**config.mk**
```make
export PLATFORM = sky130hd
export DESIGN_NAME = midi_voice_ctrl
export DESIGN_NICKNAME = d
export VERILOG_FILES = /design/src/rtl/midi_pkg.sv /design/src/rtl/midi_voice_alloc.sv /design/src/rtl/midi_voice_ctrl.sv
export SDC_FILE = /design/constraint.sdc
export NUM_CORES = 1
export LEC_CHECK = 0
export ABC_AREA = 1
export BUFFER_PORTS_ARGS = -buffer_cell sky130_fd_sc_hd__buf_2
export CAP_MARGIN = 30
export CORE_MARGIN = 4
export CORE_UTILIZATION = 51
export DETAILED_ROUTE_END_ITERATION = 10
export GPL_TIMING_DRIVEN = 0
export PLACE_DENSITY = 0.76
export SLEW_MARGIN = 10
export SYNTH_ARGS = -nofsm -noshare
export SYNTH_HDL_FRONTEND = slang
export SYNTH_SLANG_ARGS = --single-unit
```
**constraint.sdc**
```tcl
create_clock -name clk -period 1.81 [get_ports clk]
set_input_delay 0.181 -clock clk [delete_from_list [all_inputs] [get_ports clk]]
set_output_delay 0.181 -clock clk [all_outputs]
set_load 0.005 [all_outputs]
```
**src/rtl/midi_pkg.sv**
```systemverilog
// Shared constants for the MIDI note controller.
// Status nibbles, real-time threshold, parser states, default voice count.
package midi_pkg;

    localparam logic [3:0] NOTE_ON   = 4'h9;
    localparam logic [3:0] NOTE_OFF  = 4'h8;
    localparam logic [7:0] RT_THRESH = 8'hF8;

    localparam logic [1:0] ST_IDLE    = 2'd0;
    localparam logic [1:0] ST_WAIT_D1 = 2'd1;
    localparam logic [1:0] ST_WAIT_D2 = 2'd2;
    localparam logic [1:0] ST_EXEC    = 2'd3;

    localparam int DEF_NUM_VOICES = 4;

endpackage

```
**src/rtl/midi_voice_alloc.sv**
```systemverilog
// Combinational voice lookup: active voice holding a note, lowest free voice.
// In: note, voice_active, voice_note. Out: match_hit/idx, free_hit/idx.
module midi_voice_alloc
    import midi_pkg::*;
#(
    parameter int NUM_VOICES = DEF_NUM_VOICES
) (
    input  logic [6:0]              note,
    input  logic [NUM_VOICES-1:0]   voice_active,
    input  logic [7*NUM_VOICES-1:0] voice_note,
    output logic                    match_hit,
    output logic [2:0]              match_idx,
    output logic                    free_hit,
    output logic [2:0]              free_idx
);

    // Scan downward so the lowest index is the last one written.
    always_comb begin
        match_hit = 1'b0;
        match_idx = 3'd0;
        free_hit  = 1'b0;
        free_idx  = 3'd0;
        for (int i = NUM_VOICES - 1; i >= 0; i--) begin
            if (voice_active[i] && voice_note[7*i +: 7] == note) begin
                match_hit = 1'b1;
                match_idx = 3'(i);
            end
            if (!voice_active[i]) begin
                free_hit = 1'b1;
                free_idx = 3'(i);
            end
        end
    end

endmodule

```
**src/rtl/midi_voice_ctrl.sv**
```systemverilog
// MIDI Note-On/Off parser with running status and polyphonic voice allocation.
// In: clk, rst_n, byte_in/byte_valid. Out: voice regs, evt pulse, overrun.
module midi_voice_ctrl
    import midi_pkg::*;
#(
    parameter int         NUM_VOICES = DEF_NUM_VOICES,
    parameter logic [3:0] CHANNEL    = 4'h0
) (
    input  logic                    clk,
    input  logic                    rst_n,
    input  logic [7:0]              byte_in,
    input  logic                    byte_valid,
    output logic [7*NUM_VOICES-1:0] voice_note,
    output logic [7*NUM_VOICES-1:0] voice_vel,
    output logic [NUM_VOICES-1:0]   voice_active,
    output logic                    evt_valid,
    output logic [2:0]              evt_voice,
    output logic                    overrun
);

    logic [1:0] state_q, state_d;
    logic       kind_on_q, kind_on_d;
    logic [6:0] note_q, note_d;
    logic [6:0] vel_q, vel_d;
    logic [2:0] steal_q, steal_d;
    logic [NUM_VOICES-1:0][6:0] vnote_q, vnote_d;
    logic [NUM_VOICES-1:0][6:0] vvel_q, vvel_d;
    logic [NUM_VOICES-1:0] act_q, act_d;
    logic       evt_valid_q, evt_valid_d;
    logic [2:0] evt_voice_q, evt_voice_d;
    logic       overrun_q, overrun_d;

    logic       match_hit, free_hit;
    logic [2:0] match_idx, free_idx;

    midi_voice_alloc #(.NUM_VOICES(NUM_VOICES)) u_alloc (
        .note         (note_q),
        .voice_active (act_q),
        .voice_note   (vnote_q),
        .match_hit    (match_hit),
        .match_idx    (match_idx),
        .free_hit     (free_hit),
        .free_idx     (free_idx)
    );

    logic       is_rt, our_msg, key_on;
    logic [2:0] tgt;

    assign is_rt   = byte_in >= RT_THRESH;
    assign our_msg = (byte_in[7:4] == NOTE_ON || byte_in[7:4] == NOTE_OFF)
                     && byte_in[3:0] == CHANNEL;
    // Note-On with velocity 0 is a release.
    assign key_on  = kind_on_q && vel_q != 7'd0;

    always_comb begin
        state_d     = state_q;
        kind_on_d   = kind_on_q;
        note_d      = note_q;
        vel_d       = vel_q;
        steal_d     = steal_q;
        vnote_d     = vnote_q;
        vvel_d      = vvel_q;
        act_d       = act_q;
        evt_valid_d = 1'b0;
        evt_voice_d = evt_voice_q;
        overrun_d   = overrun_q;
        tgt         = 3'd0;

        if (state_q == ST_EXEC) begin
            if (byte_valid) overrun_d = 1'b1;
            state_d = ST_WAIT_D1;
            if (key_on) begin
                if (match_hit) begin
                    tgt = match_idx;
                end else if (free_hit) begin
                    tgt = free_idx;
                end else begin
                    tgt     = steal_q;
                    steal_d = (steal_q == 3'(NUM_VOICES - 1))
                              ? 3'd0 : steal_q + 3'd1;
                end
                evt_valid_d = 1'b1;
                evt_voice_d = tgt;
                for (int i = 0; i < NUM_VOICES; i++) begin
                    if (3'(i) == tgt) begin
                        vnote_d[i] = note_q;
                        vvel_d[i]  = vel_q;
                        act_d[i]   = 1'b1;
                    end
                end
            end else if (match_hit) begin
                evt_valid_d = 1'b1;
                evt_voice_d = match_idx;
                for (int i = 0; i < NUM_VOICES; i++) begin
                    if (3'(i) == match_idx) act_d[i] = 1'b0;
                end
            end
        end else if (byte_valid && !is_rt) begin
            if (our_msg) begin
                kind_on_d = byte_in[4];
                state_d   = ST_WAIT_D1;
            end else if (byte_in[7]) begin
                kind_on_d = 1'b0;
                state_d   = ST_IDLE;
            end else if (state_q == ST_WAIT_D1) begin
                note_d  = byte_in[6:0];
                state_d = ST_WAIT_D2;
            end else if (state_q == ST_WAIT_D2) begin
                vel_d   = byte_in[6:0];
                state_d = ST_EXEC;
            end
        end
    end

    always_ff @(posedge clk or negedge rst_n) begin
        if (!rst_n) begin
            state_q     <= ST_IDLE;
            kind_on_q   <= 1'b0;
            note_q      <= 7'd0;
            vel_q       <= 7'd0;
            steal_q     <= 3'd0;
            vnote_q     <= '0;
            vvel_q      <= '0;
            act_q       <= '0;
            evt_valid_q <= 1'b0;
            evt_voice_q <= 3'd0;
            overrun_q   <= 1'b0;
        end else begin
            state_q     <= state_d;
            kind_on_q   <= kind_on_d;
            note_q      <= note_d;
            vel_q       <= vel_d;
            steal_q     <= steal_d;
            vnote_q     <= vnote_d;
            vvel_q      <= vvel_d;
            act_q       <= act_d;
            evt_valid_q <= evt_valid_d;
            evt_voice_q <= evt_voice_d;
            overrun_q   <= overrun_d;
        end
    end

    assign voice_note   = vnote_q;
    assign voice_vel    = vvel_q;
    assign voice_active = act_q;
    assign evt_valid    = evt_valid_q;
    assign evt_voice    = evt_voice_q;
    assign overrun      = overrun_q;

endmodule

```
# After elaboration in Yosys (flattened, before gate mapping)
# Cells that the tools add are included.
[word_totals]
reg_bits = 85
in_bits = 11
out_inout_bits = 65
wordCells = 128
[op_classes]
n_addsub = 1
magnitude_cmp = 1
eq_ne = 20
muxes = 44
bitwise = 6
reduce_logical = 36
[op_table]
columns = ["operator", "count"]
rows = [
  ["7-bit equality test", 4],
  ["2-bit two-way mux", 14],
  ["1-bit two-way mux", 21],
  ["3-bit two-way mux", 7],
  ["4-bit AND reduction", 5],
  ["3-bit AND reduction", 5],
  ["2-bit nonzero test", 7],
  ["2-bit by 3-bit equality test with 1-bit output, first input constant", 4],
  ["4-bit equality test, second input constant", 2],
  ["8-bit greater-or-equal comparator, second input constant", 1],
  ["4-bit two-way mux", 2],
  ["2-bit by 1-bit inequality test with 1-bit output, second input constant", 4],
  ["1-bit logical AND", 7],
  ["7-bit nonzero test", 1],
  ["1-bit by 3-bit equality test with 1-bit output, first input constant", 2],
  ["3-bit zero test", 2],
  ["1-bit NOT", 6],
  ["2-bit AND reduction", 3],
  ["6-bit AND reduction", 1],
  ["5-bit AND reduction", 1],
  ["5-bit nonzero test", 1],
  ["2-bit equality test, second input constant", 2],
  ["4-bit zero test", 1],
  ["3-bit by 1-bit adder with 3-bit output, second input constant", 1],
  ["other kinds (4)", 4],
]

# Longest topological paths before layout
# Gate-level depths: netlist of the first run.
[depth]
depth_word = 12
ltp_mapped = 19
ltp_nobuf = 17

# Cells and area by module
# Synthesis of the first run repeated with hierarchy kept, for this count alone.
[hier_totals]
cells_unflattened = 587
hier_area_um2 = 4369.2
[modules_own_cells]
columns = ["mod", "instances", "cells_each", "area_per_inst_um2", "seq_area_each_um2"]
rows = [
  ["midi_voice_ctrl", 1, 433, 3683.5, 2127.0],
  ["midi_voice_alloc", 1, 154, 685.7, 0.0],
]

# Worst setup path after synthesis of the first run
# Ideal clock, no wire load.
[synth_path]
path_kind = "register to register"
from = "reg note_q[2]"
to = "reg vvel_q (netlist bit voice_vel[19])"
setup_time_ns = 0.121
arrival_ns = 1.736
required_ns = 1.689
setup_slack_ns = -0.047
path_stages_with_launch = 17
n_path_buf = 2
synth_period_minus_slack_ns = 1.857
path_cell_list = "dfrtp_1 > buf_6 > inv_4 > nand2_1 > a21oi_1 > nand2_1 > nor2_2 > nor2_4 > nand3_2 > nand2_4 > inv_2 > nand2_4 > nor2_8 > inv_4 > buf_6 > nand2_2 > o21ai_2"
[synth_between]
elab_chain_cells = 11
word_cells_on_any_way = 21
[synth_lines]
columns = ["element", "line_no", "source"]
rows = [
  ["start, declared", "midi_voice_ctrl.sv:23", "logic [6:0] note_q, note_d;"],
  ["start signal, assigned", "midi_voice_ctrl.sv:131", "note_q <= note_d;"],
  ["7-bit equality test", "midi_voice_alloc.sv:24", "if (voice_active[i] && voice_note[7*i +: 7] == note) begin"],
  ["1-bit logical AND", "midi_voice_alloc.sv:24", ""],
  ["2-bit two-way mux or 1-bit two-way mux (tied branches) (4 in series)", "midi_voice_alloc.sv:24", ""],
  ["3-bit two-way mux *", "midi_voice_ctrl.sv:73", "if (match_hit) begin"],
  ["3-bit two-way mux *", "midi_voice_ctrl.sv:72", "if (key_on) begin"],
  ["3-bit two-way mux *", "midi_voice_ctrl.sv:69", "if (state_q == ST_EXEC) begin"],
  ["2-bit by 3-bit equality test with 1-bit output *", "midi_voice_ctrl.sv:85", "if (3'(i) == tgt) begin"],
  ["3-bit AND reduction (no source line) *", "--", ""],
  ["end signal, assigned", "midi_voice_ctrl.sv:135", "vvel_q <= vvel_d;"],
  ["end, declared", "midi_voice_ctrl.sv:27", "logic [NUM_VOICES-1:0][6:0] vvel_q, vvel_d;"],
]
# Mark *: on every way between the ends. The rest lies on a longest branch, timed or not. The select of a mux whose other input is x is not followed.
# A chain may end at the register's enable or synchronous reset.

# Final worst setup path of the first run
[layout_path]
from = "reg note_q[0]"
to = "reg vvel_q (netlist bit voice_vel[11])"
[layout_between]
elab_chain_cells = 11
word_cells_on_any_way = 21
[layout_lines]
columns = ["element", "line_no"]
rows = [
  ["7-bit equality test", "midi_voice_alloc.sv:24"],
  ["1-bit logical AND", "midi_voice_alloc.sv:24"],
  ["2-bit two-way mux or 1-bit two-way mux (tied branches) (4 in series)", "midi_voice_alloc.sv:24"],
  ["3-bit two-way mux *", "midi_voice_ctrl.sv:73"],
  ["3-bit two-way mux *", "midi_voice_ctrl.sv:72"],
  ["3-bit two-way mux *", "midi_voice_ctrl.sv:69"],
  ["1-bit by 3-bit equality test with 1-bit output *", "midi_voice_ctrl.sv:85"],
  ["3-bit AND reduction (no source line) *", "--"],
]
# Marked as above.

==> results.json, run 1 <==
{
  "globalplace.congestion": 0.887,
  "crit_slowest_cell": "dfrtp_1",
  "synth-warning-count": 0,
  "setup_slack_ns": -0.440,
  "drtPass1Iterations": 5,
  "h-tree-depth": 3,
  "port_buffers": 75,
  "layout-drive-gt1-share": 0.443,
  "nNetsFinal": 669,
  "min_path_type": "in -> reg",
  "total_power_mw": 9.37,
  "synthCells": 527,
  "area.sequential_um2": 2130,
  "crit_fanout": 6,
  "grt_pass1_vias": 4042,
  "diodes": 0,
  "path_clk_slew_ns": 0.10,
  "mostFrequentLayoutCells": "nand2_1, dfrtp_1, buf_2",
  "relSlewSlack": 0.716,
  "finalHoldViolCount": 0,
  "final_antenna_net_count": 0,
  "cts-root-buf": "clkbuf_8",
  "numCtsBuffers": 9,
  "cts_tree": "built",
  "cap_violations": 0,
  "timing.critical_path.cells": "buf_6 -> nand2_2 -> nand2_2 -> nor2_2 -> nand4_1 -> nand2_2 -> nand2_4 -> nand2_4 -> nand3_4 -> nor2_4 -> clkinv_4 -> buf_12 -> nand2_4 -> o21ai_2",
  "multi_input_area_um2": 2130,
  "yosysUniqueCellTypes": 33,
  "dp_hpwl_um": 8040,
  "netlist_area_um2": 4300,
  "fill_cells": 580,
  "finalSetupViolations": 66,
  "fmax_mhz": 444,
  "ys_ff_latch": 85,
  "grt.total_usage": 0.260,
  "drc": 0,
  "status": "finished, violations left",
  "cp_slowest_stage_delay_ns": 0.44,
  "core-area_um2": 8220,
  "start_util": 0.524,
  "final_area_um2": 6030,
  "die_w_um": 99.9,
  "vias_per_cell": 5.47,
  "num_rows": 33,
  "grt_antenna_before_repair": 0,
  "crit_path_end_kind": "flip-flop",
  "finClkSkew_ns": 0.0165,
  "seq_area_frac_synth": 0.494,
  "post-route-period-util": 1.24,
  "max-vdd-ir-drop_v": 0.000903,
  "via_count": 4193,
  "areaGrowthSynthToFinish_pct": 40.1,
  "avgSynthCellArea_um2": 8.16,
  "final_common_cell": "nand2_1",
  "grt_pass1_wl_um": 20200,
  "die_y_um": 99.9,
  "arrival_ns": 2.50,
  "routed_wl_um": 13500,
  "whs_ns": 0.0500,
  "drv_slew": 0,
  "clock_sinks": 85,
  "grt_max_degree": 66,
  "leakagePower_nw": 3.03,
  "tightest_slew_ns": 0.426,
  "pwr_density_cell_nw_per_um2": 1550,
  "worstPathRequired_ns": 2.06,
  "die_area_um2": 9970,
  "wl_per_cell_um": 17.6,
  "start_kind": "flip-flop",
  "insertion_delay_ns": 0.37,
  "violations": "setup timing",
  "clock_path_buffers": 2,
  "io_pins": 76,
  "syn_nets": 539,
  "rsz0062_at_grt": "true",
  "layout_min_cycle_time_ns": 2.25,
  "path_class": "reg -> reg",
  "dr.first_iter.drc_count": 306,
  "dpl_cell_area_um2": 4880,
  "overflow": 0
}
metrics by stage:
| step | std cells | setup WS (ns) | TNS [ns] | utilization |
|---|---|---|---|---|
| after floorplan | 527 | -0.0449 | -0.242 | - |
| after global placement | 707 | -0.430 | -30.48 | 0.590 |
| after detailed placement | 708 | -0.470 | -21.22 | 0.593 |
| after CTS | 755 | -0.272 | -14.21 | 0.692 |
| after global routing | 767 | -0.558 | -30.93 | 0.734 |
| final | 767 | -0.440 | -22.64 | 0.734 |
area by class of cell:
cell class | instances | area share
well taps | 105 | 0.0218
plain buffers | 18 | 0.0349
inverters | 71 | 0.0508
clock inverters | 7 | 0.0174
flip-flops and latches | 85 | 0.353
multi-input cells | 353 | 0.353
repair buffers | 119 | 0.149
clock buffers | 9 | 0.0205
report_power, final:
group	total [mW]	switching [mW]	internal (mW)	leakage, nW
clock	1.59	0.788	0.800	0.112
sequential	3.07	0.544	2.52	1.12
combinational	4.72	2.78	1.94	1.80
total	9.37	4.11	5.27	3.03
critical path, delay by kind of cell (launching register included):
kind / cells / cell delay (ns)
AOI/OAI and AO/OA: 1 / 0.04
buffers and inverters: 3 / 0.45
and+or+nand+nor: 10 / 1.21
DFF: 1 / 0.44
cells by family (layout without fill, tap and decap cells):
logic type,after synthesis,count (layout),share of synthesized area
flops,85,85,0.494
compound gates,97,97,0.136
fa+ha+maj,1,1,0.00291
buf+inv,89,224,0.103
simple gates,255,255,0.264
path summary, 6_finish.rpt:
check	from	endpoint	slack, ns	cells past startpoint
worst max register to register	note_q[0]	voice_vel[11]	-0.44	14
max in group asynchronous	rst_n	note_q[3]	0.94	3
worst min-delay path	byte_valid	overrun	0.05	2
worst min register to register	overrun	overrun	0.46	1
worst max-delay path	note_q[0]	voice_vel[11]	-0.44	14
min in group asynchronous	rst_n	voice_note[7]	0.24	2
metal layers:
layer  up-vias  global-route usage  routed length [um]
met5         -                   0                   0
met4         0               0.112                 514
met3        44              0.0591                 836
met2       187               0.439                6840
met1      2046               0.321                5280
li1       1916                   -                   -
sequential cells by signal (all words and copies together) (netlist names), 2 cells and up:
register / flops
vel_q: 7
voice_note: 28
evt_voice: 3
voice_vel: 28
voice_active: 4
steal_q: 3
note_q: 7
state_q: 2
synthesized netlist by cell type (all sizes together):
cell	instances	area (um2)
nand2	188	763
dfrtp	85	2130
o21ai	79	474
inv	71	279
nor2	44	233
buf	15	151
nand3	13	82.6
a21oi	12	63.8
nand4	6	37.5
clkbuf	3	11.3
nor3	3	15.0
a21o	1	7.51
a31oi	1	6.26
ha	1	12.5
nor4	1	6.26
o211ai	1	7.51
o21a	1	7.51
o221a	1	11.3
o22ai	1	6.26
what timing repair did:
item / in CTS / in global routing
cloned: 4 / 2
resized for setup: 94 / 70
setup endpoints to repair: 63 / 67
pin swaps: 27 / 22
setup buffers: 27 / 11
endpoints found under the hold margin: 20 / 0
hold buffers: 1 / 0
No activity file was read; power rests on OpenSTA's default activity.
==> run 2: changes to the inputs <==
- CORE_UTILIZATION: 51 -> 52
- GPL_TIMING_DRIVEN: 0 -> not set
- PLACE_DENSITY: 0.76 -> 0.74
- clock period: 1.81 -> 2.4 ns (I/O delays scaled with it)
==> results.json, run 2 (synthesized netlist as in run 1, its figures left out) <==
{
  "status": "finished, final reports clean",
  "start_kind": "flip-flop",
  "placed_cells": 692,
  "grt_pass1_vias": 3637,
  "finClkSkew_ns": 0.00703,
  "path_common_cell": "nand2_1",
  "path_buf_inv": 2,
  "overflow": 0,
  "timing.critical_path.cells": "nand2_1 -> nand2_1 -> inv_1 -> nand2_1 -> nor2_1 -> nand2_1 -> nand2_2 -> nor2_2 -> nand2_4 -> nand3_4 -> nor2_4 -> inv_2 -> nand2_1 -> o21ai_2",
  "nNetsFinal": 618,
  "maxUsedRoutingLayer": "met4",
  "finalSetupViolations": 0,
  "relSlewSlack": 0.642,
  "cp_slowest_stage_delay_ns": 0.62,
  "fill_cells": 689,
  "min_to": "overrun",
  "total_power_mw": 5.75,
  "rr_startpoint": "note_q[0]",
  "fmax_mhz": 461,
  "vias_per_cell": 5.18,
  "whs_path_depth": 2,
  "grt_max_degree": 47,
  "crit_slowest_cell": "dfrtp_1",
  "drv_slew": 0,
  "dp_hpwl_um": 7950,
  "die_area_um2": 9790,
  "mostFrequentLayoutCells": "nand2_1, dfrtp_1, buf_2",
  "m1WireLength_um": 4860,
  "grt_pass1_wl_um": 18100,
  "path_class": "reg -> reg",
  "reg2reg_depth": 14,
  "crit_fanout": 15,
  "post-route-period-util": 0.905,
  "dr_wl_met3_um": 737,
  "die_y_um": 99.0,
  "routed_wl_um": 10900,
  "r2r_end": "voice_vel[13]",
  "drc": 0,
  "areaGrowthSynthToFinish_pct": 15.2,
  "leakagePower_nw": 2.59,
  "pwr_density_cell_nw_per_um2": 1160,
  "diodes": 0,
  "numCtsBuffers": 9,
  "dr.first_iter.drc_count": 253,
  "port_buffers": 75,
  "cap_violations": 0,
  "final_common_cell": "nand2_1",
  "grt.total_usage": 0.232,
  "drtPass1Iterations": 5,
  "via_count": 3688,
  "clock_sinks": 85,
  "crit_path_end_kind": "flip-flop",
  "num_rows": 32,
  "insertion_delay_ns": 0.36,
  "cts-root-buf": "clkbuf_8",
  "max-vdd-ir-drop_v": 0.000604,
  "rrSetupSlack_ns": 0.23,
  "tightest_slew_ns": 0.537,
  "hp-start": "byte_valid",
  "grt_antenna_before_repair": 0,
  "worstPathRequired_ns": 2.69,
  "globalplace.congestion": 0.925,
  "io_pins": 76,
  "fin_util": 0.629,
  "path_clk_slew_ns": 0.08,
  "finalHoldViolCount": 0,
  "rsz0062_at_grt": "false",
  "layout_min_cycle_time_ns": 2.17,
  "arrival_ns": 2.46,
  "h-tree-depth": 3,
  "wl_met2_um": 5080,
  "final_antenna_net_count": 0,
  "layout-drive-gt1-share": 0.280,
  "start_util": 0.546,
  "tns_ns": 0,
  "min_path_type": "in -> reg",
  "path_delay_family": "simple AND/OR/NAND/NOR gates",
  "cts_tree": "built",
  "stdcell_count": 712,
  "clock_path_buffers": 2,
  "wl_per_cell_um": 15.3,
  "core-area_um2": 7890,
  "die_w_um": 99.0
}
## run 2: cell count changes in the layout (fill, tap and decap cells not counted), moves of 5 or more
| cell | previous run | this run |
|---|---|---|
| o21ai_1 | 25 | 15 |
| nor2_1 | 21 | 34 |
| nand2_2 | 40 | 14 |
| buf_4 | 22 | 6 |
| o21ai_0 | 21 | 43 |
| dfrtp_1 | 85 | 79 |
| o21ai_2 | 31 | 21 |
| nor2_4 | 9 | 4 |
| nand2_1 | 124 | 171 |
| nor2_2 | 12 | 5 |
| buf_6 | 24 | 0 |
| dfrtp_2 | 0 | 6 |
| nand2_4 | 23 | 3 |
## run 2: timing repair
| action | in CTS | in global routing |
|---|---|---|
| endpoints found under the setup margin | 0 | 55 |
| buffers inserted | 0 | 3 |
| endpoints found under the hold margin | 39 | 0 |
| gates resized for setup | 0 | 6 |
| hold buffers | 1 | 0 |
## run 2: cell type report
cell class / count / area, um2 / area share
Clock buffer: 11 / 141 / 0.0285
Clock inverter: 4 / 25.0 / 0.00505
Inverter: 71 / 279 / 0.0563
Multi-Input combinational cell: 354 / 1750 / 0.352
Sequential cell: 85 / 2130 / 0.430
Tap cell: 102 / 128 / 0.0257
Timing Repair Buffer: 85 / 505 / 0.102
## run 2: worst max path at each step
stage              start              to  slack, ns  cells after the start
2_1_floorplan  note_q[2]   voice_vel[19]       0.54                     16
5_1_grt        note_q[6]  voice_note[14]      0.006                     17
3_3_place_gp   note_q[3]   voice_vel[20]       0.11                     15
3_5_place_dp   note_q[3]    voice_vel[2]       0.09                     16
6_report       note_q[0]   voice_vel[13]       0.23                     14
4_1_cts        note_q[3]    voice_vel[6]       0.08                     16
## run 2: power by group
part,internal (mW),total [mW],switching (mW)
clock,0.395,0.900,0.505
combinational,0.917,2.40,1.48
sequential,1.91,2.45,0.541
total,3.23,5.75,2.52
## run 2: per-stage QoR
step                hold WS [ns]  setup WS (ns)  instance area (um2)
finish                     0.109          0.229                 4960
CTS                        0.103         0.0825                 4920
global placement           0.250          0.110                 4740
detailed placement         0.253         0.0950                 4740
global route               0.113        0.00625                 4960
floorplan                -0.0556          0.543                 4300
## run 2: per-layer routing
metal,GRT usage,vias up
li1,-,1808
met1,0.319,1734
met2,0.372,128
met3,0.0410,18
met4,0.0809,0
met5,0,-
